`src/rtl/mux_pipe_n.sv`:
```
// mux_pipe_n: N-input select mux feeding a registered output stage with a
// one-entry skid buffer. in_ready is a flop (inverse of skid occupancy), so
// upstream never sees a combinational path from out_ready.

// Per-input lane: passes its data slice only when the select hits its index.
module mux_pipe_n_lane #(
  parameter int WIDTH = 5,
  parameter int SEL_W = 2,
  parameter int IDX   = 0
) (
  input  logic [SEL_W-1:0] sel,
  input  logic [WIDTH-1:0] din,
  output logic [WIDTH-1:0] dout
);
  assign dout = (sel == SEL_W'(IDX)) ? din : '0;
endmodule

module mux_pipe_n #(
  parameter int WIDTH  = 5,
  parameter int NUM_IN = 4,
  parameter int SEL_W  = 2
) (
  input  logic                    clk,
  input  logic                    rst_n,
  input  logic [NUM_IN*WIDTH-1:0] in_data,
  input  logic [SEL_W-1:0]        in_sel,
  input  logic                    in_valid,
  output logic                    in_ready,
  output logic [WIDTH-1:0]        out_data,
  output logic                    out_valid,
  input  logic                    out_ready,
  input  logic                    flush,
  output logic                    sel_err,
  output logic [15:0]             beat_cnt
);
  // NUM_IN widened by one bit so 16 inputs with a 4-bit select still compare.
  localparam logic [SEL_W:0] NUM_IN_C = (SEL_W+1)'(NUM_IN);

  logic [NUM_IN-1:0][WIDTH-1:0] lane_out;
  logic [WIDTH-1:0]             sel_val;
  logic                         sel_oor;
  logic                         accept;
  logic                         emit;

  logic [WIDTH-1:0] skid_data, skid_data_n, out_data_n;
  logic             skid_valid, skid_valid_n, out_valid_n;

  assign accept  = in_valid && in_ready && !flush;
  assign emit    = out_valid && out_ready;
  assign sel_oor = {1'b0, in_sel} >= NUM_IN_C;

  // One lane per input; an out-of-range select hits no lane and yields zero.
  for (genvar g = 0; g < NUM_IN; g++) begin : g_lane
    mux_pipe_n_lane #(.WIDTH(WIDTH), .SEL_W(SEL_W), .IDX(g)) u_lane (
      .sel  (in_sel),
      .din  (in_data[g*WIDTH +: WIDTH]),
      .dout (lane_out[g])
    );
  end

  // OR-combine the one-hot lane outputs.
  always_comb begin
    sel_val = '0;
    for (int k = 0; k < NUM_IN; k++) sel_val |= lane_out[k];
  end

  // Next-state for output and skid registers; flush wins over everything.
  always_comb begin
    out_data_n   = out_data;
    out_valid_n  = out_valid;
    skid_data_n  = skid_data;
    skid_valid_n = skid_valid;
    if (flush) begin
      out_valid_n  = 1'b0;
      skid_valid_n = 1'b0;
    end else if (emit && skid_valid) begin
      // Skid drains into the output; a same-cycle beat refills the skid.
      out_data_n   = skid_data;
      out_valid_n  = 1'b1;
      skid_valid_n = accept;
      if (accept) skid_data_n = sel_val;
    end else if (accept) begin
      if (!out_valid || emit) begin
        out_data_n  = sel_val;
        out_valid_n = 1'b1;
      end else begin
        skid_data_n  = sel_val;
        skid_valid_n = 1'b1;
      end
    end else if (emit) begin
      out_valid_n = 1'b0;
    end
  end

  // Data/valid storage; data words hold their value when valid drops.
  always_ff @(posedge clk or negedge rst_n) begin
    if (!rst_n) begin
      out_data   <= '0;
      out_valid  <= 1'b0;
      skid_data  <= '0;
      skid_valid <= 1'b0;
    end else begin
      out_data   <= out_data_n;
      out_valid  <= out_valid_n;
      skid_data  <= skid_data_n;
      skid_valid <= skid_valid_n;
    end
  end

  // Registered ready: open whenever the skid will be empty next cycle.
  always_ff @(posedge clk or negedge rst_n) begin
    if (!rst_n) in_ready <= 1'b0;
    else        in_ready <= !skid_valid_n;
  end

  // Sticky out-of-range select flag; only reset clears it.
  always_ff @(posedge clk or negedge rst_n) begin
    if (!rst_n)                 sel_err <= 1'b0;
    else if (accept && sel_oor) sel_err <= 1'b1;
  end

  // Accepted-beat counter, free-running wrap, unaffected by flush.
  always_ff @(posedge clk or negedge rst_n) begin
    if (!rst_n)      beat_cnt <= '0;
    else if (accept) beat_cnt <= beat_cnt + 16'd1;
  end
endmodule

```
`config.mk`:
```
export PLATFORM = sky130hd
export DESIGN_NAME = mux_pipe_n
export DESIGN_NICKNAME = d
export VERILOG_FILES = /design/src/rtl/mux_pipe_n.sv
export SDC_FILE = /design/constraint.sdc
export NUM_CORES = 1
export LEC_CHECK = 0
export BUFFER_PORTS_ARGS = -buffer_cell sky130_fd_sc_hd__clkbuf_2
export CAP_MARGIN = 20
export CORE_ASPECT_RATIO = 0.75
export CORE_MARGIN = 10
export CORE_UTILIZATION = 48
export DETAILED_ROUTE_END_ITERATION = 10
export PLACE_DENSITY = 0.78
export SYNTH_ARGS = -nofsm -noshare
export SYNTH_HDL_FRONTEND = slang
export SYNTH_SLANG_ARGS = --single-unit
```
`constraint.sdc`:
```
create_clock -name clk -period 1.5 [get_ports clk]
set_input_delay 0.15 -clock clk [delete_from_list [all_inputs] [get_ports clk]]
set_output_delay 0.15 -clock clk [all_outputs]
set_load 0.02 [all_outputs]
```
==> results.json, run 1 <==
{
  "io_buffers": 49,
  "antenna_cells": 0,
  "fmax_mhz": 708,
  "grt_pass1_vias": 1192,
  "clock-sinks": 29,
  "fin_skew_ns": 0.00661,
  "ios": 51,
  "fp.coreArea_mm2": 0.00272,
  "area_growth_pct": 29.3,
  "htreeDepth": 2,
  "reg2reg_depth": 3,
  "drv_slew": 0,
  "clock_path_buffers": 2,
  "die_width_um": 82.8,
  "period_share": 0.942,
  "path_class": "flop to flop",
  "cts_buffers": 5,
  "setup_viol": 0,
  "startpoint_type": "flop",
  "vias": 1111,
  "drive_gt1_frac": 0.444,
  "syn_inst": 118,
  "dr.pass1.iters": 4,
  "grt_pass1_wl_um": 5580,
  "hpwl_um": 2690,
  "ys_types": 31,
  "hold-path-cell-count": 2,
  "path_clk_slew_ns": 0.06,
  "status": "completed",
  "ant_nets": 0,
  "wl_um": 3400,
  "path_max_fanout": 5,
  "rsz0062_at_grt": "no",
  "final_cells": 214,
  "viasPerCell": 5.19,
  "r2r_setup_slack_ns": 0.09,
  "cts-root-buf": "clkbuf_8",
  "gp_congestion": 0.816,
  "post_cts_buffers": 0,
  "cp-end-kind": "flop",
  "die_area_mm2": 0.00555,
  "critPathRequiredTime_ns": 1.67,
  "hold_viol": 0,
  "grt_max_degree": 30,
  "wl_per_cell_um": 15.9,
  "grt_usage": 0.135,
  "final_common_cell": "clkbuf_2",
  "maxCapViolations": 0,
  "initial_core_util": 0.521,
  "syn_nets": 146,
  "antenna_found_initial": 0,
  "synth-seq-cells": 29,
  "finalSetupTns_ns": 0,
  "hold_slack_ns": 0.114,
  "nets": 206,
  "min_period_ns": 1.41,
  "synth.cell_area_mm2": 0.00142,
  "dp.cells": 206,
  "place_area_mm2": 0.00173,
  "overflow": 0,
  "insertion_delay_ns": 0.29,
  "postSynthAreaPerCell_um2": 12.0,
  "final_cell_mix": "clkbuf_2 (49), dfrtp_1 (27), nand2_1 (16), nor2_1 (9), xnor2_1 (8)",
  "final_util": 0.674,
  "p_per_area_mw_per_mm2": 1280,
  "peakVddDrop_uv": 859,
  "p_leak_nw": 0.933,
  "num_rows": 16,
  "hold_path.class": "primary input to flop",
  "final_area_mm2": 0.00183,
  "seq_area_frac_synth": 0.511,
  "yosysWarnings": 0,
  "cts_tree": "done",
  "drt_iter0_markers": 62,
  "die_h_um": 67.1,
  "arrival_ns": 1.58,
  "route.detailed.drc": 0
}
[cells by family (layout without fill, tap and decap cells)]
family,after synthesis,count (layout),share of synthesized area
adder cells (fa/ha/maj),1,1,0.00882
other,1,1,0.00264
XOR/XNOR,15,15,0.0926
buffers and inverters,4,64,0.0194
flip-flops,29,29,0.511
multiplexers,11,11,0.140
AO/OA/AOI/OAI,10,10,0.0529
AND/OR/NAND/NOR,47,47,0.172
[path summary, 6_finish.rpt]
check	start	to
worst max-delay path	in_ready	skid_data[4]
worst min-delay path	flush	out_valid
worst max register to register	in_ready	skid_data[4]
worst min register to register	beat_cnt[15]	beat_cnt[15]
max in group asynchronous	rst_n	in_ready
min in group asynchronous	rst_n	beat_cnt[13]
[per-stage QoR]
step	power, mW	setup slack [ns]
6_report	2.35	0.0870
5_1_grt	2.48	0.0179
4_1_cts	2.38	0.0892
3_5_place_dp	1.73	0.0995
3_3_place_gp	1.69	0.146
2_1_floorplan	1.46	0.0455
[per-layer routing]
| metal | vias up | GRT usage | part of all wire |
|---|---|---|---|
| met4 | 0 | 0.0604 | 0.026 |
| met5 | - | 0 | 0 |
| li1 | 540 | - | - |
| met1 | 527 | 0.136 | 0.39 |
| met2 | 32 | 0.221 | 0.50 |
| met3 | 12 | 0.0791 | 0.085 |
[synthesized netlist by cell type]
library cell,number,share of area
a21oi_1,1,0.0035
a221oi_2,1,0.011
a31oi_1,6,0.026
and3_1,2,0.0088
and4_1,4,0.025
and4_4,1,0.0079
and4b_1,1,0.0071
buf_2,1,0.0035
buf_4,1,0.0053
buf_6,1,0.0079
conb_1,1,0.0026
dfrtp_1,29,0.51
ha_1,1,0.0088
inv_1,1,0.0026
mux2_2,1,0.0079
mux2_4,5,0.053
mux4_2,5,0.079
nand2_1,16,0.042
nand2_2,1,0.0044
nand2b_1,1,0.0044
nand3_1,5,0.018
nand3b_1,1,0.0053
nand4_1,2,0.0088
nor2_1,9,0.024
nor2b_1,2,0.0088
nor3_1,1,0.0035
o21ai_2,1,0.0062
o2bb2ai_1,1,0.0062
or3_1,1,0.0044
xnor2_1,8,0.049
xor2_1,7,0.043
[worst max-delay path: stages, from the launching register on]
cell	delay, ns
dfrtp_2	0.38
nand2_1	0.06
or3_1	0.50
mux2_4	0.35
[state kept, by name, summed over array words and instances, names as in the netlist]
register,cells
beat_cnt,16
in_ready,1
out_data,5
out_valid,1
skid_data,5
skid_valid,1
[final cells by class]
class                           instances  area, um^2
Clock buffer                            7        86.3
Tap cell                               36        45.0
Sequential cell                        29         728
Fill cell                             222         888
Timing Repair Buffer                   56         300
Multi-Input combinational cell         85         671
Inverter                                1        3.75
[power breakdown]
group	leakage [nW]	switching, mW	internal (mW)
Combinational	0.525	0.340	0.298
Clock	0.0443	0.277	0.363
Sequential	0.364	0.131	0.938
Total	0.933	0.749	1.60
[what timing repair did]
item / 4_1_cts / 5_1_grt
setup endpoints to repair: 0 / 1
hold endpoints to repair: 29 / 0
resized for setup: 0 / 1
hold buffers: 1 / 0
(Power assumes the default switching activity.)
==> inputs of run 2 (changes only) <==
GPL_TIMING_DRIVEN = 0   (was not set)
MAX_ROUTING_LAYER = met4   (was not set)
==> results.json, run 2 (same netlist as run 1, synthesis figures left out) <==
{
  "hold_path.class": "primary input to flop",
  "period_share": 0.957,
  "fp.coreArea_mm2": 0.00272,
  "peakVddDrop_uv": 853,
  "min_period_ns": 1.44,
  "cts_tree": "done",
  "largest_reg_flops": 16,
  "cts_buffers": 5,
  "place_area_mm2": 0.00171,
  "p_sw_mw": 0.770,
  "hold_start": "flush",
  "final_util": 0.678,
  "insertion_delay_ns": 0.28,
  "drt_iter0_markers": 68,
  "slew_headroom": 0.524,
  "path_max_fanout": 7,
  "final_cell_mix": "clkbuf_2 (48), dfrtp_1 (27), nand2_1 (15), nor2_1 (9), xnor2_1 (8)",
  "post_cts_buffers": 0,
  "r2r_setup_slack_ns": 0.06,
  "vias": 1113,
  "hpwl_um": 2740,
  "finalSetupTns_ns": 0,
  "path_clk_slew_ns": 0.06,
  "startpoint_type": "flop",
  "antenna_cells": 0,
  "dp.cells": 202,
  "rsz0062_at_grt": "no",
  "die_width_um": 82.8,
  "p_leak_nw": 0.931,
  "dr.pass1.iters": 4,
  "num_rows": 16,
  "io_buffers": 48,
  "max_slew.worst_pin.slew_ns": 0.714,
  "reg2reg_depth": 4,
  "wl_um": 3540,
  "fin_skew_ns": 0.00715,
  "grt_max_degree": 30,
  "ant_nets": 0,
  "p_per_area_mw_per_mm2": 1370,
  "route.detailed.drc": 0,
  "cp-end-kind": "flop",
  "gp_congestion": 0.812,
  "clkPwrFrac": 0.330,
  "cts-root-buf": "clkbuf_8",
  "grt_pass1_vias": 1172,
  "p_seq_frac": 0.432,
  "maxCapViolations": 0,
  "final_cells": 211,
  "area_growth_pct": 30.2,
  "drive_gt1_frac": 0.434,
  "top_regs": "beat_cnt (16), out_data (5), skid_data (5)",
  "critPathRequiredTime_ns": 1.66,
  "ios": 51,
  "internal_power_mw": 1.76,
  "reg2reg_to": "skid_data[1]",
  "wl_per_cell_um": 16.8,
  "hold_viol": 0,
  "regMostFlops": "beat_cnt",
  "die_area_mm2": 0.00555,
  "status": "completed",
  "clock_path_buffers": 2,
  "nets": 202,
  "final_area_mm2": 0.00185,
  "antenna_found_initial": 0,
  "combPwrFrac": 0.238,
  "final_common_cell": "clkbuf_2",
  "hold-path-cell-count": 2,
  "worstReg2RegStart": "out_valid",
  "arrival_ns": 1.60,
  "hold_slack_ns": 0.143,
  "grt_pass1_wl_um": 5530,
  "grt_usage": 0.138,
  "overflow": 0,
  "path_class": "flop to flop",
  "die_h_um": 67.1,
  "htreeDepth": 2,
  "setup_viol": 0,
  "initial_core_util": 0.521,
  "drv_slew": 0,
  "fmax_mhz": 696,
  "clock-sinks": 29,
  "worstHoldEndpoint": "out_valid",
  "viasPerCell": 5.27,
  "switching_share": 0.305
}
[run 2: cell count changes in the layout (fill, tap and decap cells not counted), sizes merged]
cell,previous run,this run
clkbuf,56,55
bufinv,0,1
buf,6,3
[run 2: through the flow]
stage          total power, mW  worst slack [ns]
6_report                  2.53            0.0638
2_1_floorplan             1.46            0.0455
3_3_place_gp              1.66            0.0828
4_1_cts                   2.55           0.00783
5_1_grt                   2.65           0.00423
3_5_place_dp              1.70            0.0215
[run 2: power groups by stage]
stage               logic (mW)  clock network, mW  registers [mW]
floorplan                0.258                  0            1.20
global placement         0.580                  0            1.08
detailed placement       0.604                  0            1.10
CTS                      0.609              0.847            1.09
global route             0.654              0.888            1.11
finish                   0.602              0.835            1.09
[run 2: repair_timing]
action,CTS,global route
endpoints found under the setup margin,0,6
hold buffers,1,0
gates resized for setup,0,2
endpoints found under the hold margin,29,0
[run 2: per-layer routing]
layer | GRT usage | vias to the layer above | wire length, um
met1 | 0.144 | 538 | 1450
met5 | - | - | 0
met2 | 0.228 | 30 | 1820
li1 | - | 534 | -
met3 | 0.0483 | 11 | 174
met4 | 0.0688 | 0 | 92
[run 2: cell type report]
type | instances | area [um^2]
Fill cell | 237 | 876
Timing Repair Buffer | 49 | 250
Tap cell | 36 | 45.0
Clock buffer | 7 | 86.3
Sequential cell | 29 | 728
Buffer | 3 | 23.8
Clock inverter | 1 | 30.0
Multi-Input combinational cell | 85 | 679
Inverter | 1 | 3.75
[run 2: worst max-delay path, stage by stage, from the launching register on]
cell	delay (ns)
dfrtp_2	0.47
o21ai_2	0.08
or3_1	0.32
buf_6	0.15
mux2_4	0.29
[run 2: worst max path at each step]
stage	startpoint	endpoint	slack (ns)
final	out_valid	skid_data[1]	0.06
after floorplan	in_ready	skid_data[0]	0.05
after global routing	beat_cnt[2]	beat_cnt[10]	0.004
after global placement	in_ready	out_data[3]	0.08
after detailed placement	in_ready	out_data[1]	0.02
after CTS	in_ready	out_data[1]	0.008
